<file path="config.mk">
export PLATFORM = sky130hd
export DESIGN_NAME = multicycle_control
export DESIGN_NICKNAME = d
export VERILOG_FILES = /design/src/rtl/multicycle_control.sv
export SDC_FILE = /design/constraint.sdc
export NUM_CORES = 1
export LEC_CHECK = 0
export CORE_ASPECT_RATIO = 1.2
export CORE_UTILIZATION = 49
export DETAILED_ROUTE_END_ITERATION = 8
export PLACE_DENSITY = 0.83
export SYNTH_ARGS = -nofsm -noshare
export SYNTH_HDL_FRONTEND = slang
export SYNTH_SLANG_ARGS = --single-unit
</file>
<file path="constraint.sdc">
create_clock -name clk -period 6.2 [get_ports clk]
set_input_delay 1.24 -clock clk [delete_from_list [all_inputs] [get_ports clk]]
set_output_delay 1.24 -clock clk [all_outputs]
set_load 0.02 [all_outputs]
</file>
<file path="src/rtl/multicycle_control.sv">
//-----------------------------------------------------------------------------
// multicycle_control
// Multi-cycle MIPS control FSM.
// Each instruction is sequenced over 3-5 cycles: fetch, decode, execute,
// memory and writeback. Memory accesses use a ready handshake. A wait counter
// bounds how long a memory state can stall, and a one-cycle retire strobe
// marks the end of every instruction.
//
// Optional feature macro: ILLEGAL_TRAP_EN
//   defined   : an unknown opcode goes DECODE -> TRAP -> HALT and sets the
//               sticky illegal_op output.
//   undefined : an unknown opcode retires as a NOP from DECODE.
//
// Ports:
//   clk, rst_n        rising-edge clock, asynchronous active-low reset
//   opcode, funct     IR[31:26] and IR[5:0]
//   zero              ALU zero flag, used by beq/bne
//   mem_ready         memory access completes this cycle
//   pc_write, ir_write, iord, regdst, mem_to_reg, alu_src_a, alu_src_b,
//   alu_op, pc_src, reg_write, jal
//                     datapath controls
//   mem_read_n, mem_write_n, mem_enable_n
//                     active-low memory strobes
//   instr_done        one-cycle retire pulse
//   mem_err           sticky memory-timeout flag
//   illegal_op        sticky illegal-opcode flag (ILLEGAL_TRAP_EN only)
//   state             current state code, for debug
//-----------------------------------------------------------------------------
module multicycle_control #(
  parameter int OPCODE_W = 6,
  parameter int ALU_OP_W = 2,
  parameter int WAIT_MAX = 15,
  parameter int WAIT_W   = 4
) (
  input  logic                clk,
  input  logic                rst_n,
  input  logic [OPCODE_W-1:0] opcode,
  input  logic [OPCODE_W-1:0] funct,
  input  logic                zero,
  input  logic                mem_ready,
  output logic                pc_write,
  output logic                ir_write,
  output logic                iord,
  output logic                regdst,
  output logic                mem_to_reg,
  output logic                alu_src_a,
  output logic [1:0]          alu_src_b,
  output logic [ALU_OP_W-1:0] alu_op,
  output logic [1:0]          pc_src,
  output logic                reg_write,
  output logic                jal,
  output logic                mem_read_n,
  output logic                mem_write_n,
  output logic                mem_enable_n,
  output logic                instr_done,
  output logic                mem_err,
`ifdef ILLEGAL_TRAP_EN
  output logic                illegal_op,
`endif
  output logic [3:0]          state
);

  localparam logic [3:0] S_FETCH     = 4'd0;
  localparam logic [3:0] S_DECODE    = 4'd1;
  localparam logic [3:0] S_MEM_ADDR  = 4'd2;
  localparam logic [3:0] S_MEM_RD    = 4'd3;
  localparam logic [3:0] S_MEM_WB    = 4'd4;
  localparam logic [3:0] S_MEM_WR    = 4'd5;
  localparam logic [3:0] S_R_EXEC    = 4'd6;
  localparam logic [3:0] S_R_WB      = 4'd7;
  localparam logic [3:0] S_BRANCH    = 4'd8;
  localparam logic [3:0] S_ADDI_EXEC = 4'd9;
  localparam logic [3:0] S_ADDI_WB   = 4'd10;
  localparam logic [3:0] S_JUMP      = 4'd11;
  localparam logic [3:0] S_JR        = 4'd12;
  localparam logic [3:0] S_TRAP      = 4'd13;
  localparam logic [3:0] S_IDLE      = 4'd14;
  localparam logic [3:0] S_HALT      = 4'd15;

  localparam logic [OPCODE_W-1:0] OP_RTYPE = OPCODE_W'(6'b000000);
  localparam logic [OPCODE_W-1:0] OP_J     = OPCODE_W'(6'b000010);
  localparam logic [OPCODE_W-1:0] OP_JAL   = OPCODE_W'(6'b000011);
  localparam logic [OPCODE_W-1:0] OP_BEQ   = OPCODE_W'(6'b000100);
  localparam logic [OPCODE_W-1:0] OP_BNE   = OPCODE_W'(6'b000101);
  localparam logic [OPCODE_W-1:0] OP_ADDI  = OPCODE_W'(6'b001000);
  localparam logic [OPCODE_W-1:0] OP_LW    = OPCODE_W'(6'b100011);
  localparam logic [OPCODE_W-1:0] OP_SW    = OPCODE_W'(6'b101011);
  localparam logic [OPCODE_W-1:0] FN_JR    = OPCODE_W'(6'b001000);

  // Last allowed waiting cycle index; counter value while on the WAIT_MAX-th cycle.
  localparam logic [WAIT_W-1:0] WAIT_LAST = WAIT_W'(WAIT_MAX - 1);
  localparam logic [WAIT_W-1:0] WAIT_SAT  = {WAIT_W{1'b1}};

  logic [3:0]        state_r;
  logic [3:0]        state_nxt_s;
  logic [WAIT_W-1:0] wait_cnt_r;
  logic              mem_err_r;
  logic              in_wait_s;
  logic              timeout_s;

  // True for every opcode the decoder recognises.
  function automatic logic is_known_op(input logic [OPCODE_W-1:0] op);
    logic known;
    case (op)
      OP_RTYPE, OP_J, OP_JAL, OP_BEQ, OP_BNE,
      OP_ADDI, OP_LW, OP_SW:               known = 1'b1;
      default:                             known = 1'b0;
    endcase
    return known;
  endfunction

  assign in_wait_s = (state_r == S_FETCH) || (state_r == S_MEM_RD) || (state_r == S_MEM_WR);
  // Stall on the WAIT_MAX-th cycle in a memory state is fatal; ready on it is success.
  assign timeout_s = in_wait_s && !mem_ready && (wait_cnt_r == WAIT_LAST);

  // Next-state selection.
  always_comb begin
    state_nxt_s = state_r;
    case (state_r)
      S_IDLE:   state_nxt_s = S_FETCH;
      S_FETCH: begin
        if (mem_ready)      state_nxt_s = S_DECODE;
        else if (timeout_s) state_nxt_s = S_HALT;
        else                state_nxt_s = S_FETCH;
      end
      S_DECODE: begin
        case (opcode)
          OP_LW, OP_SW:   state_nxt_s = S_MEM_ADDR;
          OP_RTYPE: begin
            if (funct == FN_JR) state_nxt_s = S_JR;
            else                state_nxt_s = S_R_EXEC;
          end
          OP_BEQ, OP_BNE: state_nxt_s = S_BRANCH;
          OP_ADDI:        state_nxt_s = S_ADDI_EXEC;
          OP_J, OP_JAL:   state_nxt_s = S_JUMP;
`ifdef ILLEGAL_TRAP_EN
          default:        state_nxt_s = S_TRAP;
`else
          default:        state_nxt_s = S_FETCH;
`endif
        endcase
      end
      S_MEM_ADDR: begin
        if (opcode == OP_LW) state_nxt_s = S_MEM_RD;
        else                 state_nxt_s = S_MEM_WR;
      end
      S_MEM_RD: begin
        if (mem_ready)      state_nxt_s = S_MEM_WB;
        else if (timeout_s) state_nxt_s = S_HALT;
        else                state_nxt_s = S_MEM_RD;
      end
      S_MEM_WR: begin
        if (mem_ready)      state_nxt_s = S_FETCH;
        else if (timeout_s) state_nxt_s = S_HALT;
        else                state_nxt_s = S_MEM_WR;
      end
      S_R_EXEC:    state_nxt_s = S_R_WB;
      S_ADDI_EXEC: state_nxt_s = S_ADDI_WB;
      S_MEM_WB, S_R_WB, S_BRANCH, S_ADDI_WB, S_JUMP, S_JR:
                   state_nxt_s = S_FETCH;
      S_TRAP:      state_nxt_s = S_HALT;
      S_HALT:      state_nxt_s = S_HALT;
      default:     state_nxt_s = S_HALT;
    endcase
  end

  // State register.
  always_ff @(posedge clk or negedge rst_n) begin
    if (!rst_n) state_r <= S_IDLE;
    else        state_r <= state_nxt_s;
  end

  // Wait counter: cleared on any state change, counts stalled cycles, saturates.
  always_ff @(posedge clk or negedge rst_n) begin
    if (!rst_n)                                                wait_cnt_r <= {WAIT_W{1'b0}};
    else if (state_nxt_s != state_r)                           wait_cnt_r <= {WAIT_W{1'b0}};
    else if (in_wait_s && !mem_ready && wait_cnt_r != WAIT_SAT) wait_cnt_r <= wait_cnt_r + WAIT_W'(1);
    else                                                       wait_cnt_r <= wait_cnt_r;
  end

  // Sticky timeout flag, cleared only by reset.
  always_ff @(posedge clk or negedge rst_n) begin
    if (!rst_n)         mem_err_r <= 1'b0;
    else if (timeout_s) mem_err_r <= 1'b1;
    else                mem_err_r <= mem_err_r;
  end

`ifdef ILLEGAL_TRAP_EN
  logic illegal_op_r;

  // Sticky illegal-opcode flag, set on entry to TRAP so it is visible there.
  always_ff @(posedge clk or negedge rst_n) begin
    if (!rst_n)                    illegal_op_r <= 1'b0;
    else if (state_nxt_s == S_TRAP) illegal_op_r <= 1'b1;
    else                           illegal_op_r <= illegal_op_r;
  end

  assign illegal_op = illegal_op_r;
`endif

  assign state   = state_r;
  assign mem_err = mem_err_r;

  // Control outputs: Moore per state, plus the Mealy terms on mem_ready/zero/opcode.
  always_comb begin
    pc_write     = 1'b0;
    ir_write     = 1'b0;
    iord         = 1'b0;
    regdst       = 1'b0;
    mem_to_reg   = 1'b0;
    alu_src_a    = 1'b0;
    alu_src_b    = 2'b00;
    alu_op       = ALU_OP_W'(2'b11);
    pc_src       = 2'b00;
    reg_write    = 1'b0;
    jal          = 1'b0;
    mem_read_n   = 1'b1;
    mem_write_n  = 1'b1;
    mem_enable_n = 1'b1;
    instr_done   = 1'b0;
    case (state_r)
      S_FETCH: begin
        mem_enable_n = 1'b0;
        mem_read_n   = 1'b0;
        alu_src_b    = 2'b01;
        alu_op       = ALU_OP_W'(2'b00);
        ir_write     = mem_ready;
        pc_write     = mem_ready;
      end
      S_DECODE: begin
        alu_src_b = 2'b11;
        alu_op    = ALU_OP_W'(2'b00);
`ifdef ILLEGAL_TRAP_EN
        instr_done = 1'b0;
`else
        instr_done = !is_known_op(opcode);
`endif
      end
      S_MEM_ADDR, S_ADDI_EXEC: begin
        alu_src_a = 1'b1;
        alu_src_b = 2'b10;
        alu_op    = ALU_OP_W'(2'b00);
      end
      S_MEM_RD: begin
        iord         = 1'b1;
        mem_enable_n = 1'b0;
        mem_read_n   = 1'b0;
      end
      S_MEM_WB: begin
        reg_write  = 1'b1;
        mem_to_reg = 1'b1;
        instr_done = 1'b1;
      end
      S_MEM_WR: begin
        iord         = 1'b1;
        mem_enable_n = 1'b0;
        mem_write_n  = 1'b0;
        instr_done   = mem_ready;
      end
      S_R_EXEC: begin
        alu_src_a = 1'b1;
        alu_op    = ALU_OP_W'(2'b10);
      end
      S_R_WB: begin
        reg_write  = 1'b1;
        regdst     = 1'b1;
        instr_done = 1'b1;
      end
      S_BRANCH: begin
        alu_src_a  = 1'b1;
        alu_op     = ALU_OP_W'(2'b01);
        pc_src     = 2'b01;
        instr_done = 1'b1;
        if (opcode == OP_BEQ) pc_write = zero;
        else                  pc_write = !zero;
      end
      S_ADDI_WB: begin
        reg_write  = 1'b1;
        instr_done = 1'b1;
      end
      S_JUMP: begin
        pc_src     = 2'b10;
        pc_write   = 1'b1;
        instr_done = 1'b1;
        if (opcode == OP_JAL) begin
          reg_write = 1'b1;
          jal       = 1'b1;
        end else begin
          reg_write = 1'b0;
          jal       = 1'b0;
        end
      end
      S_JR: begin
        pc_src     = 2'b11;
        pc_write   = 1'b1;
        instr_done = 1'b1;
      end
      default: begin
        pc_write = 1'b0;
      end
    endcase
  end

endmodule

</file>
==> Yosys cells after proc, flatten, opt, wreduce, memory -nomap -nowiden <==
Cells that the tools add are included.
{ "totals": {"ff_bits": 9, "out_inout_bits": 23} }
{ "classes": {"addsub": 1, "n_eq_ne": 26, "muxes": 31, "reduce_logical": 26} }
{ "op_table": {"columns": ["cell", "n"], "rows": [
  ["4-bit equality test, second input constant", 9],
  ["4-bit 2-to-1 mux", 9],
  ["4-bit one-hot mux with 9 select lines", 1],
  ["4-bit one-hot mux with 5 select lines", 1],
  ["2-bit one-hot mux with 3 select lines", 3],
  ["4-bit by 3-bit equality test with 1-bit output, second input constant", 4],
  ["2-bit OR reduction", 8],
  ["1-bit 2-to-1 mux", 13],
  ["6-bit by 2-bit equality test with 1-bit output, second input constant", 2],
  ["6-bit by 3-bit equality test with 1-bit output, second input constant", 2],
  ["6-bit by 4-bit equality test with 1-bit output, second input constant", 2],
  ["6-bit equality test, second input constant", 2],
  ["4-bit by 2-bit equality test with 1-bit output, second input constant", 2],
  ["4-bit OR reduction", 2],
  ["8-bit OR reduction", 1],
  ["7-bit OR reduction", 1],
  ["6-bit zero test", 1],
  ["1-bit one-hot mux with 3 select lines", 2],
  ["3-bit OR reduction", 2],
  ["6-bit OR reduction", 1],
  ["4-bit by 1-bit adder with 4-bit output, second input constant", 1],
  ["4-bit by 1-bit equality test with 1-bit output, second input constant", 1],
  ["4-bit zero test", 1],
  ["4-bit != test", 1],
  ["other kinds (7)", 12]
]} }

==> Depth between registers and ports, before layout <==
{ "depth": {"ltp_word": 10, "mapped_depth": 7} }

==> Worst setup path after synthesis <==
Ideal clock, no wire load.
{ "synth_path": {"path_type": "input -> output", "startpoint": "input port opcode[0]", "endpoint": "output port instr_done", "arrival_ns": 2.214, "t_required_ns": 4.960, "slack_ns": 2.746, "stages": 4, "path_buffers": 1, "path_cell_list": "clkbuf_1 -> nor3b_1 -> o311ai_0 -> a31o_2"} }
{ "synth_between": {"elab_chain_cells": 6} }
{ "synth_rtl": {"columns": ["element", "line_no", "source"], "rows": [
  ["start: declaration", "37", "input logic [OPCODE_W-1:0] opcode,"],
  ["6-bit equality test (tied with other cells)", "104", "case (op)"],
  ["8-bit OR reduction (*)", "104", null],
  ["1-bit 2-to-1 mux (*)", "104", null],
  ["1-bit 2-to-1 mux (*)", "221", "case (state_r)"],
  ["1-bit zero test (*)", "236", "instr_done = !is_known_op(opcode);"],
  ["1-bit one-hot mux with 3 select lines (*)", "221", null],
  ["end: declaration", "55", "output logic instr_done,"]
]} }
Every way passes the cells marked *; elsewhere a longest branch is shown, timed or not. The select of a mux whose other input is x is not followed.

==> Worst setup path after layout <==
{ "layout_path": {"startpoint": "input port opcode[3]", "endpoint": "output port pc_write"} }
{ "layout_between": {"elab_chain_cells": 3} }
{ "layout_rtl": {"columns": ["element", "line_no", "source"], "rows": [
  ["6-bit by 3-bit equality test with 1-bit output", "274", "if (opcode == OP_BEQ) pc_write = zero;"],
  ["1-bit 2-to-1 mux", "274", null],
  ["1-bit one-hot mux with 3 select lines", "221", null],
  ["end: declaration", "41", "output logic pc_write,"]
]} }
Every way passes these cells.

==> results.ini <==
[synthesis]
ys_warn_count=0
synthFlopType=dfrtp_1
synth_seq_cells=9
synth_edf_count=0
synth_nets=177
synthAdderAreaFrac_pct=2.19
ys_seq_area_share_pct=20.0
synth_xor_xnor_area_share_pct=4.59
synth_top_family_by_area=simple AND/OR/NAND/NOR gates
netlist-cell-type-count=50
yosys.area_share.simple_pct=38.6
syn_area_um2=1140
avgSynthCellArea_um2=7.20
async_flop_share_pct=100
synthMuxAreaShare_pct=1.75
syn-instance-count=159
synth_compound_area_share_pct=27.3

[global_routing]
grt_pass1_vias=1184
track_usage_pct=28.8
met1_usage_pct=37.0
met3_usage_pct=3.57
antenna_found_initial=0
grt_max_degree=28
overflow=0
grt_busiest_layer=met2
use_met2_pct=48.4
grt_pass1_wl_um=5300

[detailed_routing]
wl_um=3360
vias_per_cell=6.14
route.detailed.drc=0
vias=1351
drt-pass1-iter-count=4
drtIter0Drc=33
wl_per_cell_um=15.3
detail-route-antenna-nets=0

[sta]
rsz0062_at_grt=false
period_needed_ns=4.48
setup_viol=0
slew_headroom_pct=49.5
fin_crit_sh_pct=72.3
tightest_slew_ns=0.758
skew_ns=0.00617
fmax_ghz=0.223
fin_tns_setup_ns=0
final_hold_viol_count=0
drv_slew=0

[floorplan]
core_area_um2=2140
die_height_um=55.0
die_area_um2=2530
die_x_um=46.1
io_pins=39
start_util_pct=53.5
placementRows=18

[setup_path]
worstSetupPathType=primary input to output port
required_ns=4.96
crit_path_end_kind=output port
arrival_ns=3.24
path_max_fanout=9
startpoint_type=primary input

[job]
maxCapViolations=0

[place]
dp_hpwl_um=2540
placed_cells=216
place.gp.congestion=0.864
io_buffer_count=38

[cells_and_area]
layout_common_cells=clkdlybuf4s50_1, nor2_1, nand3_1, o21ai_0, nand2b_1
instances_no_fill=220
drive_above_1_share_pct=6.84
layout_commonest_cell=clkdlybuf4s50_1
area_growth_pct=35.3
num_antenna_cells=0
layout.nets=209

[cts]
clock_sinks=9
postCtsSetupBuffers=0
ctsResizeCount=0
clock_latency_ns=0.27
cts_made_buffers=3
htree_levels=1
clk_pin_slew_ns=0.06
cts_tree=built
ctsHoldBuffers=0
cts_buffer_depth=2
root_buffer=clkbuf_4

[power_and_ir_drop]
ir_drop_mv=0.301
p_per_area_nw_per_um2=385
leakagePower_nw=0.590

[outcome]
status=completed

[worst_hold_path]
holdCritPathClass=register to register

-- path summary, 6_finish.rpt --
path	start	to	slack, ns	cells after the start
worst max-delay path	opcode[3]	pc_write	1.72	7
worst min-delay path	mem_err	mem_err	0.48	1
worst max register to register	state[0]	wait_cnt_r[3]	3.49	5
worst min register to register	mem_err	mem_err	0.48	1
max in group asynchronous	rst_n	state[1]	4.63	1
min in group asynchronous	rst_n	mem_err	1.26	1
-- sequential cells by signal, summed over array words and instances, names as in the netlist --
name / cells
wait_cnt_r: 4
state: 4
mem_err: 1
-- cell families (layout without fill, tap and decap cells) --
group	Yosys count	after routing
AND/OR/NAND/NOR	79	79
flip-flops	9	9
adder cells (fa/ha/maj)	2	2
multiplexers	2	2
buffers and inverters	17	48
AO/OA/AOI/OAI	44	44
XOR/XNOR	6	6
-- cell usage after synthesis (3+ instances only) --
cell       n  area, um2
nor2_1    17       63.8
nand3_1   10       50.1
o21ai_0   10       50.1
clkbuf_1   9       33.8
nand2b_1   9       56.3
nand2_1    8       30.0
nor2b_1    8       50.1
dfrtp_1    6        150
inv_1      6       22.5
nor4_1     5       31.3
a21oi_1    4       20.0
a31oi_1    4       25.0
nor3_1     4       20.0
xor2_1     4       35.0
dfstp_2    3       78.8
or4_1      3       22.5
-- where the power goes --
part | switching [W] | internal [W]
registers | 0.0000551 | 0.0000726
logic | 0.000225 | 0.000198
clock network | 0.0000211 | 0.0000238
total | 0.000301 | 0.000295
-- worst max-delay path: stages --
cell and delay, ns:
clkdlybuf4s50_1 0.54, nor3_1 0.34, nand3_1 0.13, xor2_1 0.18, o21ai_0 0.09, o21ai_0 0.09, clkdlybuf4s50_1 0.63
-- metal layers --
layer / vias up / wire (um)
met1: 622 / 1370
met5: - / 0
met4: 0 / 70
met2: 61 / 1720
met3: 9 / 192
li1: 659 / -
-- area by class of cell --
cell class,instances,area (um2)
clock inverters,1,5.00
well taps,30,37.5
fillers,185,591
multi-input cells,133,852
clock buffers,3,22.5
flip-flops and latches,9,229
repair buffers,38,380
inverters,6,22.5
-- metrics by stage --
stage / hold slack, ns / util [%] / worst slack, ns / total power, W / instance area (um2)
2_1_floorplan: 0.582 / - / 2.75 / 0.000385 / 1140
3_3_place_gp: 0.453 / 71.1 / 1.75 / 0.000538 / 1520
3_5_place_dp: 0.468 / 71.1 / 1.73 / 0.000549 / 1520
4_1_cts: 0.484 / 72.4 / 1.72 / 0.000598 / 1550
5_1_grt: 0.528 / 72.4 / 1.53 / 0.000640 / 1550
6_report: 0.478 / 72.4 / 1.72 / 0.000596 / 1550
No activity file was read; power rests on OpenSTA's default activity.
==> RTL change, RTL diff (same settings) <==
`OPCODE_W`: 6 -> 8.
--- a/src/rtl/multicycle_control.sv
+++ b/src/rtl/multicycle_control.sv
@@ -28,5 +28,5 @@
 //-----------------------------------------------------------------------------
 module multicycle_control #(
-  parameter int OPCODE_W = 6,
+  parameter int OPCODE_W = 8,
   parameter int ALU_OP_W = 2,
   parameter int WAIT_MAX = 15,
Interface: changed (resized funct and opcode); port bits go from 39 to 43. No check against the original RTL was run, so the function may have changed too.
==> RTL change against the unedited design <==
- final area grew 1.4%
- setup slack worse by 360 ps
- sequential cell count stayed put
- highest routed layer unchanged
- area after synthesis fell by 1.4%
- register-to-register slack improved by 250 ps
- largest power group unchanged
- power fell by 20%
- wire length fell by 10%
- die area fell by 1.4%
- critical path type unchanged
==> RTL change: results (changes against the unedited design) <==
worst_setup_path:
  crit_arrival_ps: 3600  # was 3240 ps
  crit_family: "buffers and inverters"  # unchanged
  critPathMaxFanout: 10  # was 9
  startpoint: "opcode[1]"  # was opcode[3]
  critPathCapture: "pc_write"  # unchanged
  r2r-end: "wait_cnt_r[3]"  # unchanged
  reg2regPathDepth: 6  # was 5
  r2r_slack_ps: 3740  # was 3490 ps
clocking:
  cts_root_buffer: "clkbuf_4"  # unchanged
  ctsResizeCount: 0  # unchanged
  cts_buffers: 3  # unchanged
  cts_setup_buffers: 0  # unchanged
sta:
  tightest_slew_ps: 683  # was 758 ps
  fin_skew_ps: 2.11  # was 6.17 ps
  clock.fmax_ghz: 0.207  # was 0.223 GHz
placed_design:
  post-place-ws_ps: 1400  # was 1730 ps
  place_congestion: 0.842  # was 0.864
  portBuffers: 42  # was 38
  dp_hpwl_mm: 2.37  # was 2.54 mm
logic_synthesis:
  synth.top_cell.area_share: 0.133  # was 0.131
  synthTopCellsByCount: "nor2_1, nand2_1, nor3_1"  # was nor2_1, nand3_1, o21ai_0
  synth_nets: 182  # was 177
  synthCells: 160  # was 159
  synth_seq_area_share: 0.203  # was 0.200
  ys_top_cells_by_area: "dfrtp_1, dfstp_2, nor2_1, nand2_1, nor3_1"  # was dfrtp_1, dfstp_2, nor2_1, nand2b_1, nand3_1
  synth.distinct_cells: 46  # was 50
global_routing:
  grt_pass1_wl_mm: 4.80  # was 5.30 mm
  grt_max_degree: 27  # was 28
  grt_antenna_before_repair: 0  # unchanged
  grt_use_total: 0.266  # was 0.288
  grt_pass1_vias: 1078  # was 1184
drt:
  drtIter0Drc: 37  # was 33
  vias_per_cell: 5.77  # was 6.14
  dr_total_vias: 1304  # was 1351
  drt-total-wl_mm: 3.01  # was 3.36 mm
layout:
  final_nets: 219  # was 209
  final_layout_size_suffix_gt1_frac: 0.0561  # was 0.0684
  fill_cells: 190  # was 185
power_and_ir_drop:
  irDropWorstVdd_mv: 0.272  # was 0.301 mV
  leakage_nw: 0.600  # was 0.590 nW
status:
  outcome: "finished clean"  # unchanged
==> RTL change: cell types whose count changed after synthesis, moves of 4 or more <==
| cell | change |
|---|---|
| buf_2 | +4 |
| o21ai_0 | -4 |
| nand2_1 | +8 |
| nor2b_1 | -5 |
| nor3_1 | +6 |
| or3_1 | +4 |
==> RTL change: per-stage QoR <==
stage                util  hold slack [ps]  cell area, sq um
floorplan               -              571              1130
CTS                 0.742              474              1570
global placement    0.729              449              1540
global route        0.742              502              1570
detailed placement  0.729              460              1540
finish              0.742              477              1570
==> RTL change: worst register-to-register path, delay by kind of cell (launching register included) <==
family             cells  cell delay (ps)
and+or+nand+nor        3              830
DFF                    1              780
AOI/OAI and AO/OA      3              760
==> RTL change: cell families (layout without fill, tap and decap cells) <==
group | Yosys count | in the layout | synth area share
adder cells (fa/ha/maj) | 2 | 2 | 0.0222
multiplexers | 1 | 1 | 0.00887
XOR/XNOR | 5 | 5 | 0.0388
flip-flops | 9 | 9 | 0.203
AND/OR/NAND/NOR | 89 | 89 | 0.427
buffers and inverters | 17 | 53 | 0.0610
AO/OA/AOI/OAI | 37 | 37 | 0.239
==> RTL change: layer usage <==
metal  share of wire  GRT usage  up-vias  wire [um]
met5               0          0        -          0
met3           0.035     0.0429        8        106
met2            0.50      0.481       39       1510
li1                -          -      666          -
met1            0.44      0.307      591       1320
met4           0.022      0.108        0         66
==> RTL change: cell type report <==
class                      instances  share of cell area
tap                               30              0.0239
inverter                           7              0.0167
clock buffer                       4              0.0167
multi-input combinational        134               0.529
sequential                         9               0.146
timing repair buffer              42               0.268
==> RTL change: power by group <==
group / switching (W) / internal [W] / leakage [nW]
Clock: 0.0000225 / 0.0000249 / 0.0150
Combinational: 0.000165 / 0.000155 / 0.473
Sequential: 0.0000392 / 0.0000696 / 0.112
